<file path="src/rtl/bus_pkg.sv">
// Shared definitions for the bus scheduler: command fields, register indices,
// FSM state encoding and the bus-control decode used by the top level.
package bus_pkg;

  localparam logic [1:0] OP_NOP  = 2'b00;
  localparam logic [1:0] OP_MOVE = 2'b01;
  localparam logic [1:0] OP_SWAP = 2'b10;
  localparam logic [1:0] OP_RSVD = 2'b11;

  // Register index 0 on the src field means the external data word.
  localparam logic [1:0] REG_EXT = 2'd0;
  localparam logic [1:0] REG_R1  = 2'd1;
  localparam logic [1:0] REG_R2  = 2'd2;
  localparam logic [1:0] REG_R3  = 2'd3;

  typedef enum logic [2:0] {
    ST_IDLE,
    ST_ACK,
    ST_STEP1,
    ST_STEP2,
    ST_STEP3
  } state_e;

  typedef struct packed {
    logic [1:0] opc;
    logic [1:0] src;
    logic [1:0] dst;
  } cmd_t;

  typedef struct packed {
    logic       done;
    logic       err;
    logic [2:0] rout;
    logic [2:0] rin;
    logic       ext;
  } ctl_t;

  function automatic logic cmd_illegal(cmd_t c);
    logic ill;
    ill = 1'b0;
    case (c.opc)
      OP_RSVD: ill = 1'b1;
      OP_MOVE: ill = (c.dst == REG_EXT) || (c.src == c.dst);
      OP_SWAP: ill = (c.src == REG_EXT) || (c.dst == REG_EXT) || (c.src == c.dst);
      default: ill = 1'b0;
    endcase
    return ill;
  endfunction

  // Register index -> enable bit; index 0 (external) selects no register.
  function automatic logic [2:0] reg_en(logic [1:0] r);
    logic [2:0] en;
    case (r)
      REG_R1:  en = 3'b001;
      REG_R2:  en = 3'b010;
      REG_R3:  en = 3'b100;
      default: en = 3'b000;
    endcase
    return en;
  endfunction

  // Temp register for a swap is the one register not named by src or dst.
  function automatic logic [1:0] temp_reg(cmd_t c);
    logic [2:0] t;
    t = 3'd6 - {1'b0, c.src} - {1'b0, c.dst};
    return t[1:0];
  endfunction

  function automatic ctl_t decode(state_e st, cmd_t c);
    ctl_t       o;
    logic [1:0] t;
    o = '0;
    t = temp_reg(c);
    case (st)
      ST_ACK: begin
        o.done = 1'b1;
        o.err  = cmd_illegal(c);
      end
      ST_STEP1: begin
        if (c.opc == OP_SWAP) begin
          o.rout = reg_en(c.dst);
          o.rin  = reg_en(t);
        end else begin
          o.rout = reg_en(c.src);
          o.ext  = (c.src == REG_EXT);
          o.rin  = reg_en(c.dst);
          o.done = 1'b1;
        end
      end
      ST_STEP2: begin
        o.rout = reg_en(c.src);
        o.rin  = reg_en(c.dst);
      end
      ST_STEP3: begin
        o.rout = reg_en(t);
        o.rin  = reg_en(c.src);
        o.done = 1'b1;
      end
      default: o = '0;
    endcase
    return o;
  endfunction

endpackage

</file>
<file path="src/rtl/bus_sched_if.sv">
// Requester/bus-control bundle of the bus scheduler.
interface bus_sched_if;
  logic [1:0] req;
  logic [5:0] op0;
  logic [5:0] op1;
  logic [1:0] gnt;
  logic       busy;
  logic       done;
  logic       err;
  logic [2:0] Rout;
  logic [2:0] Rin;
  logic       Extern;

  modport master (
    output req, op0, op1,
    input  gnt, busy, done, err, Rout, Rin, Extern
  );

  modport slave (
    input  req, op0, op1,
    output gnt, busy, done, err, Rout, Rin, Extern
  );
endinterface

</file>
<file path="src/rtl/bus_sched_rr_arb2.sv">
// Two-way round-robin choice: ptr names the requester favoured on a tie.
module rr_arb2 (
  input  logic [1:0] req,
  input  logic       ptr,
  output logic [1:0] gnt
);

  // Single requester always wins; on a tie the favoured one wins.
  always_comb begin
    gnt = '0;
    case (req)
      2'b01:   gnt = 2'b01;
      2'b10:   gnt = 2'b10;
      2'b11:   gnt = ptr ? 2'b10 : 2'b01;
      default: gnt = '0;
    endcase
  end

endmodule

</file>
<file path="src/rtl/bus_sched.sv">
// Bus scheduler: arbitrates two requesters and sequences register-transfer
// commands into tri-state bus enables. All outputs are registered.
module bus_sched
  import bus_pkg::*;
(
  input  logic        Clock,
  input  logic        reset,
  bus_sched_if.slave  bus
);

  state_e     state_q, state_d;
  cmd_t       op_q, op_d;
  logic       ptr_q, ptr_d;
  logic [1:0] gnt_q, gnt_d;
  logic       busy_q, busy_d;
  ctl_t       ctl_q, ctl_d;
  logic [1:0] win;
  cmd_t       sel_op;

  rr_arb2 u_arb (
    .req (bus.req),
    .ptr (ptr_q),
    .gnt (win)
  );

  // Next-state logic; outputs are decoded from the next state so that the
  // registered enables line up with the state they belong to.
  always_comb begin
    sel_op  = win[1] ? cmd_t'(bus.op1) : cmd_t'(bus.op0);
    state_d = state_q;
    op_d    = op_q;
    ptr_d   = ptr_q;
    gnt_d   = '0;
    case (state_q)
      ST_IDLE: begin
        if (|bus.req) begin
          op_d    = sel_op;
          gnt_d   = win;
          ptr_d   = win[0];
          state_d = (sel_op.opc == OP_NOP || cmd_illegal(sel_op)) ? ST_ACK : ST_STEP1;
        end
      end
      ST_ACK:   state_d = ST_IDLE;
      ST_STEP1: state_d = (op_q.opc == OP_SWAP) ? ST_STEP2 : ST_IDLE;
      ST_STEP2: state_d = ST_STEP3;
      ST_STEP3: state_d = ST_IDLE;
      default:  state_d = ST_IDLE;
    endcase
    busy_d = (state_d != ST_IDLE);
    ctl_d  = decode(state_d, op_d);
  end

  // State, latched command, pointer and output registers.
  always_ff @(posedge Clock) begin
    if (reset) begin
      state_q <= ST_IDLE;
      op_q    <= '0;
      ptr_q   <= 1'b0;
      gnt_q   <= '0;
      busy_q  <= 1'b0;
      ctl_q   <= '0;
    end else begin
      state_q <= state_d;
      op_q    <= op_d;
      ptr_q   <= ptr_d;
      gnt_q   <= gnt_d;
      busy_q  <= busy_d;
      ctl_q   <= ctl_d;
    end
  end

  assign bus.gnt    = gnt_q;
  assign bus.busy   = busy_q;
  assign bus.done   = ctl_q.done;
  assign bus.err    = ctl_q.err;
  assign bus.Rout   = ctl_q.rout;
  assign bus.Rin    = ctl_q.rin;
  assign bus.Extern = ctl_q.ext;

endmodule

</file>
<file path="src/flat_wrapper.sv">
// flat-port wrapper written by rule: the top's interface ports become plain ports
module bus_sched_flat import bus_pkg::*;
  (Clock, reset, bus_req, bus_op0, bus_op1, bus_gnt, bus_busy, bus_done, bus_err, bus_Rout, bus_Rin, bus_Extern);
  bus_sched_if bus_i ();
  input  logic Clock;
  input  logic reset;
  input wire logic [$bits(bus_i.req)-1:0] bus_req;
  input wire logic [$bits(bus_i.op0)-1:0] bus_op0;
  input wire logic [$bits(bus_i.op1)-1:0] bus_op1;
  output wire logic [$bits(bus_i.gnt)-1:0] bus_gnt;
  output wire logic [$bits(bus_i.busy)-1:0] bus_busy;
  output wire logic [$bits(bus_i.done)-1:0] bus_done;
  output wire logic [$bits(bus_i.err)-1:0] bus_err;
  output wire logic [$bits(bus_i.Rout)-1:0] bus_Rout;
  output wire logic [$bits(bus_i.Rin)-1:0] bus_Rin;
  output wire logic [$bits(bus_i.Extern)-1:0] bus_Extern;
  assign bus_i.req = bus_req;
  assign bus_i.op0 = bus_op0;
  assign bus_i.op1 = bus_op1;
  assign bus_gnt = bus_i.gnt;
  assign bus_busy = bus_i.busy;
  assign bus_done = bus_i.done;
  assign bus_err = bus_i.err;
  assign bus_Rout = bus_i.Rout;
  assign bus_Rin = bus_i.Rin;
  assign bus_Extern = bus_i.Extern;
  bus_sched u_core (.Clock(Clock), .reset(reset), .bus(bus_i));
endmodule
</file>
<file path="config.mk">
export PLATFORM = sky130hd
export DESIGN_NAME = bus_sched_flat
export DESIGN_NICKNAME = d
export VERILOG_FILES = /design/src/rtl/bus_pkg.sv /design/src/rtl/bus_sched_if.sv /design/src/rtl/bus_sched_rr_arb2.sv /design/src/rtl/bus_sched.sv /design/src/flat_wrapper.sv
export SDC_FILE = /design/constraint.sdc
export NUM_CORES = 1
export LEC_CHECK = 0
export BUFFER_PORTS_ARGS = -buffer_cell sky130_fd_sc_hd__buf_2
export CAP_MARGIN = 0
export CORE_ASPECT_RATIO = 0.7
export CORE_MARGIN = 5
export CORE_UTILIZATION = 40
export CTS_CLUSTER_SIZE = 12
export DETAILED_ROUTE_END_ITERATION = 6
export PLACE_DENSITY = 0.6
export SYNTH_ARGS = -nofsm -noshare
export SYNTH_HDL_FRONTEND = slang
export SYNTH_SLANG_ARGS = --single-unit
</file>
<file path="constraint.sdc">
create_clock -name Clock -period 4.25 [get_ports Clock]
set_clock_uncertainty 0.15 [all_clocks]
set_input_delay 0.85 -clock Clock [delete_from_list [all_inputs] [get_ports Clock]]
set_output_delay 0.85 -clock Clock [all_outputs]
set_load 0.02 [all_outputs]
</file>
==> results.txt <==
Metal2 WL - 1658 um
Worst endpoint required time - 4290 ps
Leak - 0.7440 nW
Arr. time, crit path - 3810 ps
Total track usage - 0.1583
Met1 wire length - 2024 um
Port Buffers - 27
Mux share of post-synthesis cell area - 0.03968
Die Ht - 62 um
Share of layout cells above drive strength 1 - 0.2009
First-pass GRT wire length - 6548 um
Power share of the combinational group - 0.449
Post-synthesis cell type count - 50
YS warnings - 0
Area Overhead vs Synth - 12.23%
Worst-path clk slew - 80 ps
Drt initial violations - 137
Post-synth EDFFs - 0
Placed cell areas - 0.001679 sq mm
Final core occ - 0.4783
Number of global-route vias before repair - 1369
H-Tree Level Count - 1
Max frequency - 0.2657 GHz
Clock tree buffer depth - 2
Worst path max stage delay - 440 ps
Via-per-instance ratio - 5.761
Minimum clock period - 3763 ps
PnR worst setup slack - 486.9 ps
Sequential power share - 0.346
Die area - 0.005226 sq mm
Worst path slowest cell - and3_1
Post-synth ARST share - 0
Antenna Cells - 0
Internal power - 433.4 uW
DR WL/cell - 15.04 um
Clk pwr share - 0.204
Die width - 84.29 um
Leading cell type in the layout, fill and taps excluded - buf_2
TritonCTS clock tree - yes
Met3 wire len - 254 um
Nets@finish - 238
Critical-path maximum fanout - 8
Post-route ant nets - 0
PwrDens - 415.7 mW/mm^2
Starting Density - 0.4262
Type of origin of the critical path - input pin
Clock sinks - 22
Via count - 1521
Post-detail-place hpwl - 3085 um
GR Overflow Total - 0
CP endpoint kind - flop
Ports - 28
Final setup fails - 0
Sw Share - 0.3988
XOR/XNOR Fraction of Synth Area - 0.02834
Register area share after synthesis - 0.2850
Combinational family with the most area after synthesis - simple AND/OR/NAND/NOR gates
FP Rows - 18
Design area - 0.001734 sq mm
Top sig layer - met4
Status - completed
HP Class - reg -> reg
Mean post-synth cell area - 7.965 sq um
Relative slew slack - 0.7353
Cell count after synthesis - 194
Clk Latency, worst-skew pair - 260 ps
Post-CTS sizing - 0
Max Cap Violations - 0
Slew Viols, Final - 0
Final period util - 0.8854
Gp weighted congestion - 0.8922
Root buffer cell - clkbuf_8
Final hold violations - 0
Post-Synthesis Cell Area - 0.001545 sq mm
Top FF cell, synth - dfxtp_1
Post-CTS Setup Bufs - 0
Cts bufs inserted - 3
Post-synthesis compound-gate area fraction - 0.2543
RSZ-0062 raised after global routing - no
Adder-cell share of the synthesized area - 0.05668
Drt pass-1 iters - 5
Pre-CTS setup slack - 326.8 ps
Drc violations - 0
Initial antenna violation count - 0
Setup_tns - 0 ps
Tightest Pin Transition - 386.0 ps
Hold Buf Count CTS - 0
Yosys reg bits - 22
Final WL - 3971 um
Setup CP Type - in -> reg
Largest net degree at the start of global routing - 19
Peak VDD IR - 0.0002058 V
Syn nets - 217
Switching power total - 287.5 uW
Commonest cells after routing, fill and taps aside - buf_2 (27), nor2_1 (23), dfxtp_1 (22)
Core area - 0.003626 sq mm
Simple-gate share of the synthesized area - 0.2583
Worst-path cell chain - buf_2 > nand2b_1 > nand2_1 > mux2i_1 > inv_1 > ha_1 > nor3_1 > a311o_1 > a221oi_2 > and3_1 > o211ai_1 > a21oi_1
[cells by family after synthesis]
family | Yosys count
AND/OR/NAND/NOR | 76
AO/OA/AOI/OAI | 54
flip-flops | 22
XOR/XNOR | 5
adder cells (fa/ha/maj) | 7
buffers and inverters | 24
multiplexers | 6
[Yosys cell counts, drive strengths merged, types with 2 or more instances]
library cell	n	area share
a21oi	12	0.039
and2	2	0.0081
nor3b	2	0.0097
nor2b	4	0.016
a31oi	8	0.036
ha	7	0.057
a32oi	2	0.011
a211oi	6	0.029
o31a	2	0.011
nor4b	2	0.011
nand3	7	0.023
nand4	3	0.012
or3	4	0.016
xnor2	4	0.023
buf	9	0.041
o211ai	5	0.024
o211a	2	0.013
inv	11	0.027
nand2	8	0.019
and3	4	0.016
clkbuf	4	0.0097
dfxtp	22	0.29
o21ai	7	0.023
nor2	24	0.060
nor3	8	0.029
o31ai	2	0.019
mux2i	5	0.032
or2	3	0.012
[through the flow]
| step | total power, mW | hold slack (ps) | std cells |
|---|---|---|---|
| after floorplan | 0.4999 | 329.8 | 194 |
| after global placement | 0.5652 | 348.4 | 260 |
| after detailed placement | 0.5665 | 355.6 | 260 |
| after CTS | 0.7178 | 367.9 | 264 |
| after global routing | 0.7709 | 405.3 | 264 |
| final | 0.7209 | 364.3 | 264 |
[sequential cells by signal, indices dropped and copies added, names as in the netlist]
name / count
u_core.op_q: 6
u_core.bus.Rin: 3
u_core.bus.Rout: 3
u_core.state_q: 3
u_core.bus.gnt: 2
u_core.bus.Extern: 1
u_core.bus.busy: 1
u_core.bus.done: 1
u_core.bus.err: 1
u_core.ptr_q: 1
[critical path: cells and delay by family]
kind	cells	cell delay, ps
mux	1	340
fa+ha+maj	1	370
compound gates	4	970
simple gates	4	1040
buf+inv	2	220
[final cells by class]
cell class,instances,area (sq um)
flip-flops and latches,22,440.4
fillers,352,1892
clock buffers,4,55.05
well taps,50,62.56
multi-input cells,148,984.7
inverters,11,41.29
repair buffers,29,150.1
[power by group through the flow]
stage	clock, mW	sequential, mW	combinational (mW)
final	0.147	0.250	0.324
after global routing	0.162	0.253	0.356
after CTS	0.153	0.249	0.316
after detailed placement	0	0.253	0.313
after global placement	0	0.253	0.313
after floorplan	0	0.258	0.241
[worst paths after layout]
kind	start	end	slack, ps	cells past startpoint
min	u_core.ptr_q	u_core.ptr_q	360	2
max	bus_req[0]	u_core.bus.Rout[0]	490	12
min reg2reg	u_core.ptr_q	u_core.ptr_q	360	2
max reg2reg	u_core.ptr_q	u_core.bus.Rout[0]	770	11
[per-layer routing]
metal	vias up	track usage
met5	-	0
met4	0	0.03211
met2	62	0.2472
met3	6	0.03953
met1	707	0.2246
li1	746	-
(Power assumes the default switching activity.)
